File: src/rtl/alu_pkg.sv
// Shared definitions for the ALU front-end sequencer: opcodes, FSM states
// and the fixed result returned for a divide-by-zero request.
package alu_pkg;

  localparam logic [1:0] OP_ADD = 2'b00;
  localparam logic [1:0] OP_SUB = 2'b01;
  localparam logic [1:0] OP_MUL = 2'b10;
  localparam logic [1:0] OP_DIV = 2'b11;

  localparam logic [15:0] ERR_DIVZERO_RESULT = 16'hFFFF;
  localparam logic [15:0] ERR_TIMEOUT_RESULT = 16'h0000;

  typedef enum logic [1:0] {
    ST_IDLE  = 2'b00,
    ST_ISSUE = 2'b01,
    ST_WAIT  = 2'b10,
    ST_HOLD  = 2'b11
  } seq_state_t;

  // Divider results are returned as {remainder, quotient}.
  function automatic logic [15:0] pack_div(input logic [7:0] quot, input logic [7:0] rem);
    return {rem, quot};
  endfunction

endpackage

File: src/rtl/alu_sequencer_timeout.sv
// Wait-cycle counter for the sequencer. Cleared while the start pulse is
// out, counts each WAIT cycle without a done, and flags the last allowed
// cycle so the FSM can abort a unit that never answers.
module seq_timeout_counter #(
  parameter int TIMEOUT_CYCLES = 64,
  parameter int CNT_W          = 8
) (
  input  logic clk,
  input  logic rst,
  input  logic clr,
  input  logic en,
  output logic expired
);

  localparam logic [CNT_W-1:0] LAST_COUNT = CNT_W'(TIMEOUT_CYCLES - 1);

  logic [CNT_W-1:0] count_reg;

  // Count register: clear has priority over enable.
  always_ff @(posedge clk) begin
    if (rst) begin
      count_reg <= '0;
    end else if (clr) begin
      count_reg <= '0;
    end else if (en && (count_reg != LAST_COUNT)) begin
      count_reg <= count_reg + 1'b1;
    end
  end

  assign expired = (count_reg == LAST_COUNT);

endmodule

File: src/rtl/alu_sequencer.sv
// Front-end controller for the 8-bit ALU. Accepts one operation through a
// valid/ready handshake, pulses the start line of the selected unit, waits
// for its done (or a timeout) and presents a packed result with an error
// flag until the consumer takes it.
module alu_sequencer
  import alu_pkg::*;
#(
  parameter int TIMEOUT_CYCLES = 64,
  parameter int CNT_W          = 8
) (
  input  logic        clk,
  input  logic        rst,
  input  logic        op_valid,
  output logic        op_ready,
  input  logic [1:0]  s,
  input  logic [7:0]  a,
  input  logic [7:0]  b,
  output logic [7:0]  opa,
  output logic [7:0]  opb,
  output logic        startadd,
  output logic        startsub,
  output logic        startmultiplier,
  output logic        startdiv,
  input  logic        add_done,
  input  logic [8:0]  add_res,
  input  logic        mul_done,
  input  logic [15:0] mul_res,
  input  logic        div_done,
  input  logic [7:0]  div_quot,
  input  logic [7:0]  div_rem,
  output logic        res_valid,
  input  logic        res_ready,
  output logic [15:0] result,
  output logic        err,
  output logic        busy
);

  seq_state_t  state_reg, state_next;
  logic [1:0]  op_reg, op_next;
  logic [7:0]  opa_reg, opa_next;
  logic [7:0]  opb_reg, opb_next;
  logic [15:0] result_reg, result_next;
  logic        err_reg, err_next;
  logic        res_valid_reg, res_valid_next;
  logic        startadd_reg, startadd_next;
  logic        startsub_reg, startsub_next;
  logic        startmul_reg, startmul_next;
  logic        startdiv_reg, startdiv_next;

  logic        unit_done;
  logic [15:0] unit_result;
  logic        cnt_clr;
  logic        cnt_en;
  logic        expired;

  // Select the done and result of the unit the latched opcode targets;
  // done lines of other units are ignored.
  always_comb begin
    unit_done   = 1'b0;
    unit_result = 16'h0000;
    case (op_reg)
      OP_ADD, OP_SUB: begin
        unit_done   = add_done;
        unit_result = {7'b0, add_res};
      end
      OP_MUL: begin
        unit_done   = mul_done;
        unit_result = mul_res;
      end
      default: begin
        unit_done   = div_done;
        unit_result = pack_div(div_quot, div_rem);
      end
    endcase
  end

  // Counter is cleared during ISSUE and runs only while waiting without done.
  assign cnt_clr = (state_reg == ST_ISSUE);
  assign cnt_en  = (state_reg == ST_WAIT) && !unit_done;

  seq_timeout_counter #(
    .TIMEOUT_CYCLES (TIMEOUT_CYCLES),
    .CNT_W          (CNT_W)
  ) u_timeout (
    .clk     (clk),
    .rst     (rst),
    .clr     (cnt_clr),
    .en      (cnt_en),
    .expired (expired)
  );

  // Next-state and next-output logic; start pulses are computed on the
  // accept edge so the registered lines are high only during ISSUE.
  always_comb begin
    state_next     = state_reg;
    op_next        = op_reg;
    opa_next       = opa_reg;
    opb_next       = opb_reg;
    result_next    = result_reg;
    err_next       = err_reg;
    res_valid_next = res_valid_reg;
    startadd_next  = 1'b0;
    startsub_next  = 1'b0;
    startmul_next  = 1'b0;
    startdiv_next  = 1'b0;

    case (state_reg)
      ST_IDLE: begin
        if (op_valid) begin
          op_next  = s;
          opa_next = a;
          opb_next = b;
          if ((s == OP_DIV) && (b == 8'h00)) begin
            // Divide-by-zero is answered directly without starting the divider.
            result_next    = ERR_DIVZERO_RESULT;
            err_next       = 1'b1;
            res_valid_next = 1'b1;
            state_next     = ST_HOLD;
          end else begin
            startadd_next = (s == OP_ADD) || (s == OP_SUB);
            startsub_next = (s == OP_SUB);
            startmul_next = (s == OP_MUL);
            startdiv_next = (s == OP_DIV);
            state_next    = ST_ISSUE;
          end
        end
      end
      ST_ISSUE: begin
        state_next = ST_WAIT;
      end
      ST_WAIT: begin
        // A done in the final allowed cycle takes precedence over the timeout.
        if (unit_done) begin
          result_next    = unit_result;
          err_next       = 1'b0;
          res_valid_next = 1'b1;
          state_next     = ST_HOLD;
        end else if (expired) begin
          result_next    = ERR_TIMEOUT_RESULT;
          err_next       = 1'b1;
          res_valid_next = 1'b1;
          state_next     = ST_HOLD;
        end
      end
      ST_HOLD: begin
        if (res_ready) begin
          res_valid_next = 1'b0;
          state_next     = ST_IDLE;
        end
      end
      default: begin
        state_next = ST_IDLE;
      end
    endcase
  end

  // State and output registers; reset abandons any in-flight operation.
  always_ff @(posedge clk) begin
    if (rst) begin
      state_reg     <= ST_IDLE;
      op_reg        <= OP_ADD;
      opa_reg       <= 8'h00;
      opb_reg       <= 8'h00;
      result_reg    <= 16'h0000;
      err_reg       <= 1'b0;
      res_valid_reg <= 1'b0;
      startadd_reg  <= 1'b0;
      startsub_reg  <= 1'b0;
      startmul_reg  <= 1'b0;
      startdiv_reg  <= 1'b0;
    end else begin
      state_reg     <= state_next;
      op_reg        <= op_next;
      opa_reg       <= opa_next;
      opb_reg       <= opb_next;
      result_reg    <= result_next;
      err_reg       <= err_next;
      res_valid_reg <= res_valid_next;
      startadd_reg  <= startadd_next;
      startsub_reg  <= startsub_next;
      startmul_reg  <= startmul_next;
      startdiv_reg  <= startdiv_next;
    end
  end

  assign op_ready        = (state_reg == ST_IDLE);
  assign busy            = (state_reg != ST_IDLE);
  assign opa             = opa_reg;
  assign opb             = opb_reg;
  assign result          = result_reg;
  assign err             = err_reg;
  assign res_valid       = res_valid_reg;
  assign startadd        = startadd_reg;
  assign startsub        = startsub_reg;
  assign startmultiplier = startmul_reg;
  assign startdiv        = startdiv_reg;

endmodule

File: config.mk
export PLATFORM = sky130hd
export DESIGN_NAME = alu_sequencer
export DESIGN_NICKNAME = d
export VERILOG_FILES = /design/src/rtl/alu_pkg.sv /design/src/rtl/alu_sequencer_timeout.sv /design/src/rtl/alu_sequencer.sv
export SDC_FILE = /design/constraint.sdc
export NUM_CORES = 1
export LEC_CHECK = 0
export ABC_AREA = 1
export CORE_ASPECT_RATIO = 0.7
export CORE_MARGIN = 2
export CORE_UTILIZATION = 40
export DETAILED_ROUTE_END_ITERATION = 10
export GPL_ROUTABILITY_DRIVEN = 0
export PLACE_DENSITY = 0.75
export SLEW_MARGIN = 20
export SYNTH_ARGS = -nofsm -noshare
export SYNTH_HDL_FRONTEND = slang
export SYNTH_SLANG_ARGS = --single-unit
export TNS_END_PERCENT = 30
File: constraint.sdc
create_clock -name clk -period 3.8 [get_ports clk]
set_clock_uncertainty 0.15 [all_clocks]
set_input_delay 0.38 -clock clk [delete_from_list [all_inputs] [get_ports clk]]
set_output_delay 0.38 -clock clk [all_outputs]
set_load 0.03 [all_outputs]
==> qor.csv <==
stage;metric;value;unit
power;reported net switching power;0.0004595;W
grt;largest net degree at the start of global routing;38;
synth;syn nets;473;
placed_design;dpl cells;582;
placed_design;count of input and output buffers;105;
power;clock group share of total power;23.6;%
cts;Clk Latency, worst-skew pair;300;ps
synth;Post-Synthesis Mean Instance Area;6.608;µm²
drt;total number of vias;2793;
worst_setup_path;critical path required time;3850;ps
synth;Synth Warn #;0;
sta;fin crit share;64.00;%
synth;synthesized cell area;2656;µm²
min_path;Hold Crit Class;reg -> reg;
worst_setup_path;Critical Path Sink Type;flip-flop;
worst_setup_path;reg-to-reg startpoint;op_reg[1]$_SDFFE_PP0P_;
synth;cell taking the most area after synthesis;dfxtp_1;
floorplan;DIE AREA;7319;µm²
cts;Clock Tree Buf Depth;2;
power;static leakage;1.558;nW
worst_setup_path;kind of critical path;reg -> reg;
floorplan;CORE AREA;6336;µm²
placed_design;DP Wirelength;5449;µm
power;Peak supply drop;0.1925;mV
drt;DR WL/cell;12.64;µm
min_path;Worst Hold Launch;u_timeout.count_reg[2]$_SDFFE_PP0P_;
grt;gr ovfl total;0;
grt;gr busiest metal;met2;
synth;EDFF count, synth;0;
floorplan;I/O pin count;106;
worst_setup_path;Critical Path Fanout Max;20;
grt;overall routing resource usage;20.64;%
floorplan;Die Ht;72.18;µm
cts;clk sinks;50;
power;Pwr Total;0.001356;W
power;Sw Ratio;33.89;%
cts;hold-fix buffers at CTS;0;
sta;Fmax;411.2;MHz
floorplan;Initial Util;41.92;%
cells_and_area;max reg flops;16;
drt;Vias per Instance;4.734;
synth;post-synth cell types;28;
synth;count leader, synth;nand2_1;
worst_setup_path;slowest CP cell;dfxtp_1;
grt;first-pass GRT wire length;11990;µm
sta;Hold Vio Cnt, Final;0;
synth;Yosys reg bits;50;
drt;drt first pass iters;5;
floorplan;Die Width;101.4;µm
cells_and_area;share of cells above drive strength 1;7.014;%
grt;GRT met1 Usage;28.82;%
cells_and_area;ant diodes;0;
drt;Detailed Route WL;7457;µm
sta;minimum clock period;2432;ps
power;PD cells;354.7;nW/µm²
sta;headroom to the max-slew limit;57.78;%
worst_setup_path;Most Frequent Cell on Critical Path;nand2_1;
worst_setup_path;critical path, cell by cell;buf_4 -> inv_1 -> nand2_1 -> nand3_4 -> nor2_8 -> nor2_8 -> nand2_2 -> nand2_1 -> nand2_1 -> nor2_2;
drt;Final ANT Viol Nets;0;
cts;H-tree depth;2;
grt;GR Layer Usage met2;32.82;%
worst_setup_path;Worst setup SP type;flip-flop;
sta;setup violators final;0;
synth;Yosys top cell area share;37.68;%
power;Combinational Power Share;33.4;%
synth;main flop type after synthesis;dfxtp_1;
grt;met3 GRT Util;5.588;%
worst_setup_path;max incr delay on CP;320;ps
drt;Residual DRC;0;
run;maxcap violations;0;
sta;max-slew violations;0;
synth;Synth area leaders;dfxtp_1 38%, nand2_1 15%, nor2_1 10%;
sta;RSZ-0062 raised after global routing;no;
power;Reg power frac;43.0;%
grt;vias in the first global route;2602;
synth;post-synthesis sequential area ratio;37.68;%
worst_setup_path;critical path startpoint;op_reg[1]$_SDFFE_PP0P_;
cells_and_area;Non-Filler Instances;590;
cells_and_area;nets;569;
status;outcome;complete, no violations;
grt;initial antenna violation count;0;
sta;total negative setup slack;0;ps
cts;CTS root buffer;clkbuf_8;
cts;Post CTS Setup Buffer Count;0;
floorplan;Core Rows;24;
cells_and_area;Syn-to-layout area delta;43.90;%
synth;cell count after synthesis;402;
power;cell internal pwr;0.0008963;W
sta;final hold slack;340.9;ps
drt;initial drt markers;101;
cts;TritonCTS clock tree;built;
cts;post-cts resize count;0;
cts;clk slew on worst S/H paths;90;ps
synth;FFs w/ async S/R, synth;0;%
worst_setup_path;CP arrival;2480;ps
sta;Slew @ Worst Pin;633.3;ps
synth;Synth top cells by count;108 x nand2_1, 72 x nor2_1, 50 x dfxtp_1;
cts;Num CTS Buffers;5;
cells by family (layout without fill, tap and decap cells):
family / Yosys count / after routing / share of synthesized area, %
simple gates: 248 / 248 / 42.02
buf+inv: 53 / 150 / 8.903
flops: 50 / 50 / 37.68
compound gates: 46 / 46 / 9.044
fa+ha+maj: 5 / 5 / 2.355
power by group through the flow:
stage	Clock (W)	Sequential, W	Combinational, W
after floorplan	0	0.000653	0.000209
after global placement	0	0.000595	0.000443
after detailed placement	0	0.000595	0.000452
after CTS	0.000325	0.000583	0.000454
after global routing	0.000347	0.000588	0.000495
final	0.000320	0.000583	0.000452
layout by cell type (no fill, tap or decap), drive strengths merged:
cell	instances
inv	33
clkdlybuf4s50	105
nand2	111
buf	2
nand3	39
nand4	3
nor2	86
dfxtp	50
clkinv	3
nand3b	2
a21oi	20
o21ai	25
clkbuf	7
o21bai	1
ha	5
nor3b	2
nor3	5
worst max-delay path: cells and delay by family, from the launching register on:
family / cells / cell delay (ps)
flip-flops: 1 / 320
AND/OR/NAND/NOR: 8 / 1350
buffers and inverters: 2 / 520
per-layer routing:
layer,up-vias,part of all wire (%)
met3,4,9.0
met1,1238,47
met5,-,0
li1,1456,-
met4,0,0.36
met2,95,43
through the flow:
step           cell area, µm²  worst slack (ps)  util (%)
6_report                 3822              1368     60.33
2_1_floorplan            2656              1695         -
4_1_cts                  3822              1348     60.33
5_1_grt                  3822              1131     60.33
3_3_place_gp             3731              1369     58.89
3_5_place_dp             3731              1337     58.89
area by class of cell:
type	instances	area, µm²
Tap cell	91	113.9
Clock inverter	1	5.005
Clock buffer	7	86.33
Inverter	35	131.4
Timing Repair Buffer	107	1066
Multi-Input combinational cell	299	1419
Fill cell	607	2514
Sequential cell	50	1001
worst paths after layout:
path / depth (start not counted) / endpoint / slack (ps)
hold reg to reg: 2 / u_timeout.count_reg[2]$_SDFFE_PP0P_ / 340
setup reg to reg: 10 / result[5]$_SDFFE_PP0P_ / 1370
hold / removal: 2 / u_timeout.count_reg[2]$_SDFFE_PP0P_ / 340
setup / recovery: 10 / result[5]$_SDFFE_PP0P_ / 1370
(Power assumes the default switching activity.)
